**config.mk**
```make
export PLATFORM = sky130hd
export DESIGN_NAME = spi_fifo_lvl
export DESIGN_NICKNAME = d
export VERILOG_FILES = /design/src/rtl/spi_fifo_lvl.sv
export SDC_FILE = /design/constraint.sdc
export NUM_CORES = 1
export LEC_CHECK = 0
export CORE_ASPECT_RATIO = 0.7
export CORE_MARGIN = 4
export CORE_UTILIZATION = 60
export DETAILED_ROUTE_END_ITERATION = 10
export PLACE_DENSITY_LB_ADDON = 0.05
export SLEW_MARGIN = 20
export SYNTH_ARGS = -nofsm -noshare
export SYNTH_HDL_FRONTEND = slang
export SYNTH_SLANG_ARGS = --single-unit
```
**constraint.sdc**
```tcl
create_clock -name clk -period 3.5 [get_ports clk]
set_input_delay 0.7 -clock clk [delete_from_list [all_inputs] [get_ports clk]]
set_output_delay 0.7 -clock clk [all_outputs]
set_load 0.1 [all_outputs]
```
**src/rtl/spi_fifo_lvl.sv**
```systemverilog
// Synchronous first-word-fall-through FIFO with occupancy level, threshold flags and watermark pulse.
// Define SPI_FIFO_ERR_EN to build the sticky ovf/udf flags; otherwise they read as 0.
module spi_fifo_lvl #(
    parameter int NWORDS    = 8,
    parameter int WORD_W    = 8,
    parameter int AF_LEVEL  = 6,
    parameter int AE_LEVEL  = 1,
    parameter int OVERWRITE = 0
) (
    input  logic                      clk,
    input  logic                      rst,
    input  logic                      clr,
    input  logic                      wen,
    input  logic [WORD_W-1:0]         wdata,
    input  logic                      ren,
    output logic [WORD_W-1:0]         rdata,
    output logic                      full,
    output logic                      empty,
    output logic                      almost_full,
    output logic                      almost_empty,
    output logic [$clog2(NWORDS):0]   level,
    output logic                      wm_irq,
    output logic                      ovf,
    output logic                      udf,
    input  logic                      err_clr
);
    localparam int PW = $clog2(NWORDS);
    localparam logic [PW:0] FULL_LVL = NWORDS[PW:0];
    localparam logic [PW:0] AF_LVL   = AF_LEVEL[PW:0];
    localparam logic [PW:0] AE_LVL   = AE_LEVEL[PW:0];

    logic [WORD_W-1:0] mem_q [NWORDS];
    logic [PW-1:0]     wptr_q, wptr_d, rptr_q, rptr_d;
    logic [PW:0]       level_q, level_d;
    logic              wm_q, wm_d;
    logic              do_wr, do_rd, ovr_wr;

    assign full         = (level_q == FULL_LVL);
    assign empty        = (level_q == '0);
    assign almost_full  = (level_q >= AF_LVL);
    assign almost_empty = (level_q <= AE_LVL);
    assign level        = level_q;
    assign wm_irq       = wm_q;
    assign rdata        = mem_q[rptr_q];

    always_comb begin
        do_rd   = ren && !empty;
        do_wr   = wen && (!full || ren || (OVERWRITE != 0));
        ovr_wr  = do_wr && full && !ren;
        wptr_d  = wptr_q;
        rptr_d  = rptr_q;
        level_d = level_q;
        if (clr) begin
            wptr_d  = '0;
            rptr_d  = '0;
            level_d = '0;
        end else begin
            if (do_wr)
                wptr_d = wptr_q + 1'b1;
            // an overwrite discards the oldest word by advancing the read side too
            if (do_rd || ovr_wr)
                rptr_d = rptr_q + 1'b1;
            if (do_wr && !do_rd && !full)
                level_d = level_q + 1'b1;
            else if (do_rd && !do_wr)
                level_d = level_q - 1'b1;
        end
        wm_d = !clr && (level_q < AF_LVL) && (level_d >= AF_LVL);
    end

    always_ff @(posedge clk or posedge rst) begin
        if (rst) begin
            wptr_q  <= '0;
            rptr_q  <= '0;
            level_q <= '0;
            wm_q    <= 1'b0;
        end else begin
            wptr_q  <= wptr_d;
            rptr_q  <= rptr_d;
            level_q <= level_d;
            wm_q    <= wm_d;
        end
    end

    always_ff @(posedge clk) begin
        if (!clr && do_wr)
            mem_q[wptr_q] <= wdata;
    end

`ifdef SPI_FIFO_ERR_EN
    logic ovf_q, ovf_d, udf_q, udf_d;

    always_comb begin
        ovf_d = (!clr && wen && full && !ren) || (ovf_q && !err_clr);
        udf_d = (!clr && ren && empty) || (udf_q && !err_clr);
    end

    always_ff @(posedge clk or posedge rst) begin
        if (rst) begin
            ovf_q <= 1'b0;
            udf_q <= 1'b0;
        end else begin
            ovf_q <= ovf_d;
            udf_q <= udf_d;
        end
    end

    assign ovf = ovf_q;
    assign udf = udf_q;
`else
    logic unused_err_clr;
    assign unused_err_clr = err_clr;
    assign ovf = 1'b0;
    assign udf = 1'b0;
`endif

endmodule

```
==> impl_results.md <==
- Status: finished, final reports clean
- Sum of negative setup slack: 0 ns
- Share of the synthesized area in the top cell type: between 50% and 60%
- Period utilisation layout: between 70% and 80%
- Final routed DRC violation total: 0
- Vias in the first global route: approximately 1.7k
- Crit path time final: 2.76 ns
- Iteration-0 DRC Markers: 131
- Length of routed wiring on met1: 2.56 mm
- Source-to-sink clock delay at the later pin of the worst-skew pair: 0.33 ns
- Maximum count of clock buffers along a single path: 2
- Routed wire length on met3: around 420 um
- CP max stage delay: approximately 0.79 ns
- TritonCTS sink count: 75
- Sequential cell area in the final layout: roughly 0.0022 sq mm
- Most common library cell in the layout ignoring fill and taps: sky130_fd_sc_hd__edfxtp_1
- Std-Cell Core Area: around 0.0053 sq mm
- Pin count of the biggest net entering global routing: 19
- Initial antenna violation count: 0
- Post-DRT Antenna Nets: 0
- First-pass GRT wire length: 9.20 mm
- Hold_sp: wptr_q[0]
- Cell chosen for the clock root: sky130_fd_sc_hd__clkbuf_8
- Aggregate global routing overflow: 0
- Hold Path Sink: wptr_q[0]
- Routed via count divided by cell count: approximately 5.8
- Setup Fix Bufs, Post-CTS: 0
- Data arrival time of the critical path: 2.06 ns
- Worst r2r src: level[0]
- Leak: 1.36 nW
- Count of nets after finishing: around 250
- Cell type contributing the most total cell area after synthesis: sky130_fd_sc_hd__edfxtp_1
- Number of primary I/O pins: 33
- Horizontal die dimension: 96.4 um
- TritonCTS Buffers: 9
- Type of the worst setup path: register to output port
- Wire length per cell: 19.2 um
- Area of the mapped netlist: 0.00328 sq mm
- Weighted congestion reported at the end of routability-driven placement: a little under 0.8
- Largest voltage drop on the vdd net: 0.551 mV
- Endpoint of the most critical register-to-register path: mem_q[0][0]
- Family with the most delay on the worst path: flip-flops
- Register bit count reported by yosys: 75
- Post-CTS sizing: 0
- Number of slew-limit violations in the final report: 0
- Clock Pin Slew Worst Setup and Hold Paths: about 0.080 ns
- Maximum clock rate: roughly 0.36 GHz
- Commonest cells after routing, fill and taps aside: sky130_fd_sc_hd__edfxtp_1 (64), sky130_fd_sc_hd__buf_4 (26), sky130_fd_sc_hd__nor2_1 (19)
- Max-Cap Viols: 0
- Final HPWL DP: 3.98 mm
- Port Buffers: 29
- Worst-case clock skew: 0.00759 ns
- Area grow syn2layout: 15.6%
- Floorplan row count: 22
- Mean cell area of the mapped netlist: 17.4 sq um
- Overall global routing resource usage: about a fifth
- Synth warnings: 0
- Endpoints failing setup: 0
- Area of the die: slightly below 0.007 sq mm
- Share of final-layout standard cells stronger than drive strength 1: between 20% and 30%
- Final hold violation count: 0
- Pre-antenna DRT Iters: 4
- Power density over the cells: between 700 and 800 mW/mm^2
- Seq/Total Area, Yosys: between 60% and 70%
- CP Capture Type: output port
- Inserted Diodes: 0
- Combined area of the multi-input logic cells: 991 sq um
- Transition at the pin with the smallest max-transition slack: slightly below 1 ns
- Slowest stage cell, crit path: sky130_fd_sc_hd__dfrtp_1
- Setup repair after global routing missed its margin: false
- Worst hold-check path type: register to register
- Data required time at the worst endpoint: ~2.8 ns
- Number of H-tree levels: 3
- Post-synthesis cell type count: 37
- Via count: between 1.5k and 2k
- Reg2Reg Setup Slack: around 1.1 ns
- Vertical extent of the die: about 70 um
- Number of buffers and inverters on the critical path: 1
- Uppermost metal layer occupied by signal nets: met4
- TritonCTS clock tree: built
- Met2 wire len: roughly 2.8 mm
- Overall power after layout: ~2.8 mW
- Count of fill cells added during filler insertion: approximately 320
- Cell depth of the worst min-delay path: 2
- Top cells by area in the synthesized netlist: sky130_fd_sc_hd__edfxtp_1 (59%), sky130_fd_sc_hd__mux4_1 (11%), sky130_fd_sc_hd__dfrtp_1 (8.4%)
- Critical-path maximum fanout: 18
- Worst rel slew slack: roughly 36%
- Initial cell density of the core: a little over three fifths
- Sum of routed wire length over all layers: between 5 and 6 mm
- Critical Path Source Type: register
- Worst-path cell chain: mux4_1, mux2_2, buf_4
- Hold_buf cts: 0
- Depth of the worst register-to-register path: 7
- Instance count of the mapped netlist: about 190
[report_power, final]
part / switching, mW / total [mW] / internal (mW) / leakage (nW)
Sequential: 0.0654 / 1.08 / 1.01 / 0.727
Clock: 0.293 / 0.550 / 0.257 / 0.0822
Combinational: 0.857 / 1.22 / 0.361 / 0.554
Total: 1.22 / 2.85 / 1.63 / 1.36
[layer usage]
| layer | up-vias | global-route usage [%] |
|---|---|---|
| li1 | 816 | - |
| met1 | 888 | 27.6 |
| met2 | 60 | 28.5 |
| met3 | 8 | 5.60 |
| met4 | 0 | 6.84 |
| met5 | - | 0 |
[sequential cells by signal, indices dropped and copies added, names as in the netlist]
register and count:
level 4, mem_q 64, rptr_q 3, wptr_q 3, wm_irq 1
[per-stage QoR]
step	area [sq um]	util (%)	setup slack [ns]	hold WS (ns)	cells
4_1_cts	3800	72.2	0.694	0.615	306
3_3_place_gp	3630	69.0	0.855	0.569	290
5_1_grt	3800	72.2	0.599	0.665	306
6_report	3800	72.2	0.744	0.610	306
2_1_floorplan	3290	-	0.194	0.546	190
3_5_place_dp	3630	69.0	0.787	0.591	290
[cells by family after synthesis]
logic type | count (synthesis) | share of synthesized area (%)
AOI/OAI and AO/OA | 16 | 3.77
xor gates and xnor gates | 7 | 1.87
adders and majority gates | 6 | 2.29
buffers and inverters | 17 | 3.20
DFF | 75 | 66.9
muxes | 25 | 15.6
other | 1 | 0.114
and+or+nand+nor | 42 | 6.25
[worst min-delay path, cell delays in order, from the launching register on]
cell                      delay, ns
sky130_fd_sc_hd__dfrtp_1       0.41
sky130_fd_sc_hd__xor2_1        0.08
sky130_fd_sc_hd__nor2_1        0.08
[area by class of cell]
cell class / count / area share, %
Sequential cell: 75 / 57.9
Tap cell: 72 / 2.37
Clock inverter: 6 / 1.12
Inverter: 6 / 0.593
Timing Repair Buffer: 39 / 8.57
Clock buffer: 10 / 3.36
Multi-Input combinational cell: 98 / 26.1
[worst max-delay path by stage]
| stage | startpoint | endpoint | slack, ns | cells after the start |
|---|---|---|---|---|
| after global routing | rptr_q[1] | rdata[4] | 0.60 | 3 |
| after CTS | rptr_q[1] | rdata[4] | 0.69 | 3 |
| after floorplan | level[1] | empty | 0.19 | 4 |
| final | rptr_q[1] | rdata[4] | 0.74 | 3 |
| after global placement | ren | mem_q[0][7] | 0.86 | 5 |
| after detailed placement | ren | mem_q[0][7] | 0.79 | 5 |
[synth_stat cells, drive strengths merged]
master and n:
clkbuf 2, edfxtp 64, a21oi 3, mux2 8, ha 6, mux2i 1
o221ai 2, o22ai 2, inv 6, nand2 7, nand3b 2, xor2 3
a31oi 1, o21a 2, o21ai 4, o31ai 1, nand4 1, xnor2 4
a211o 1, dfrtp 11, nor3 3, nor2 19, conb 1, buf 9
or4 1, nor4 1, mux4 16, or3 1, nand2b 7
Power figures use the tool's default switching activity.
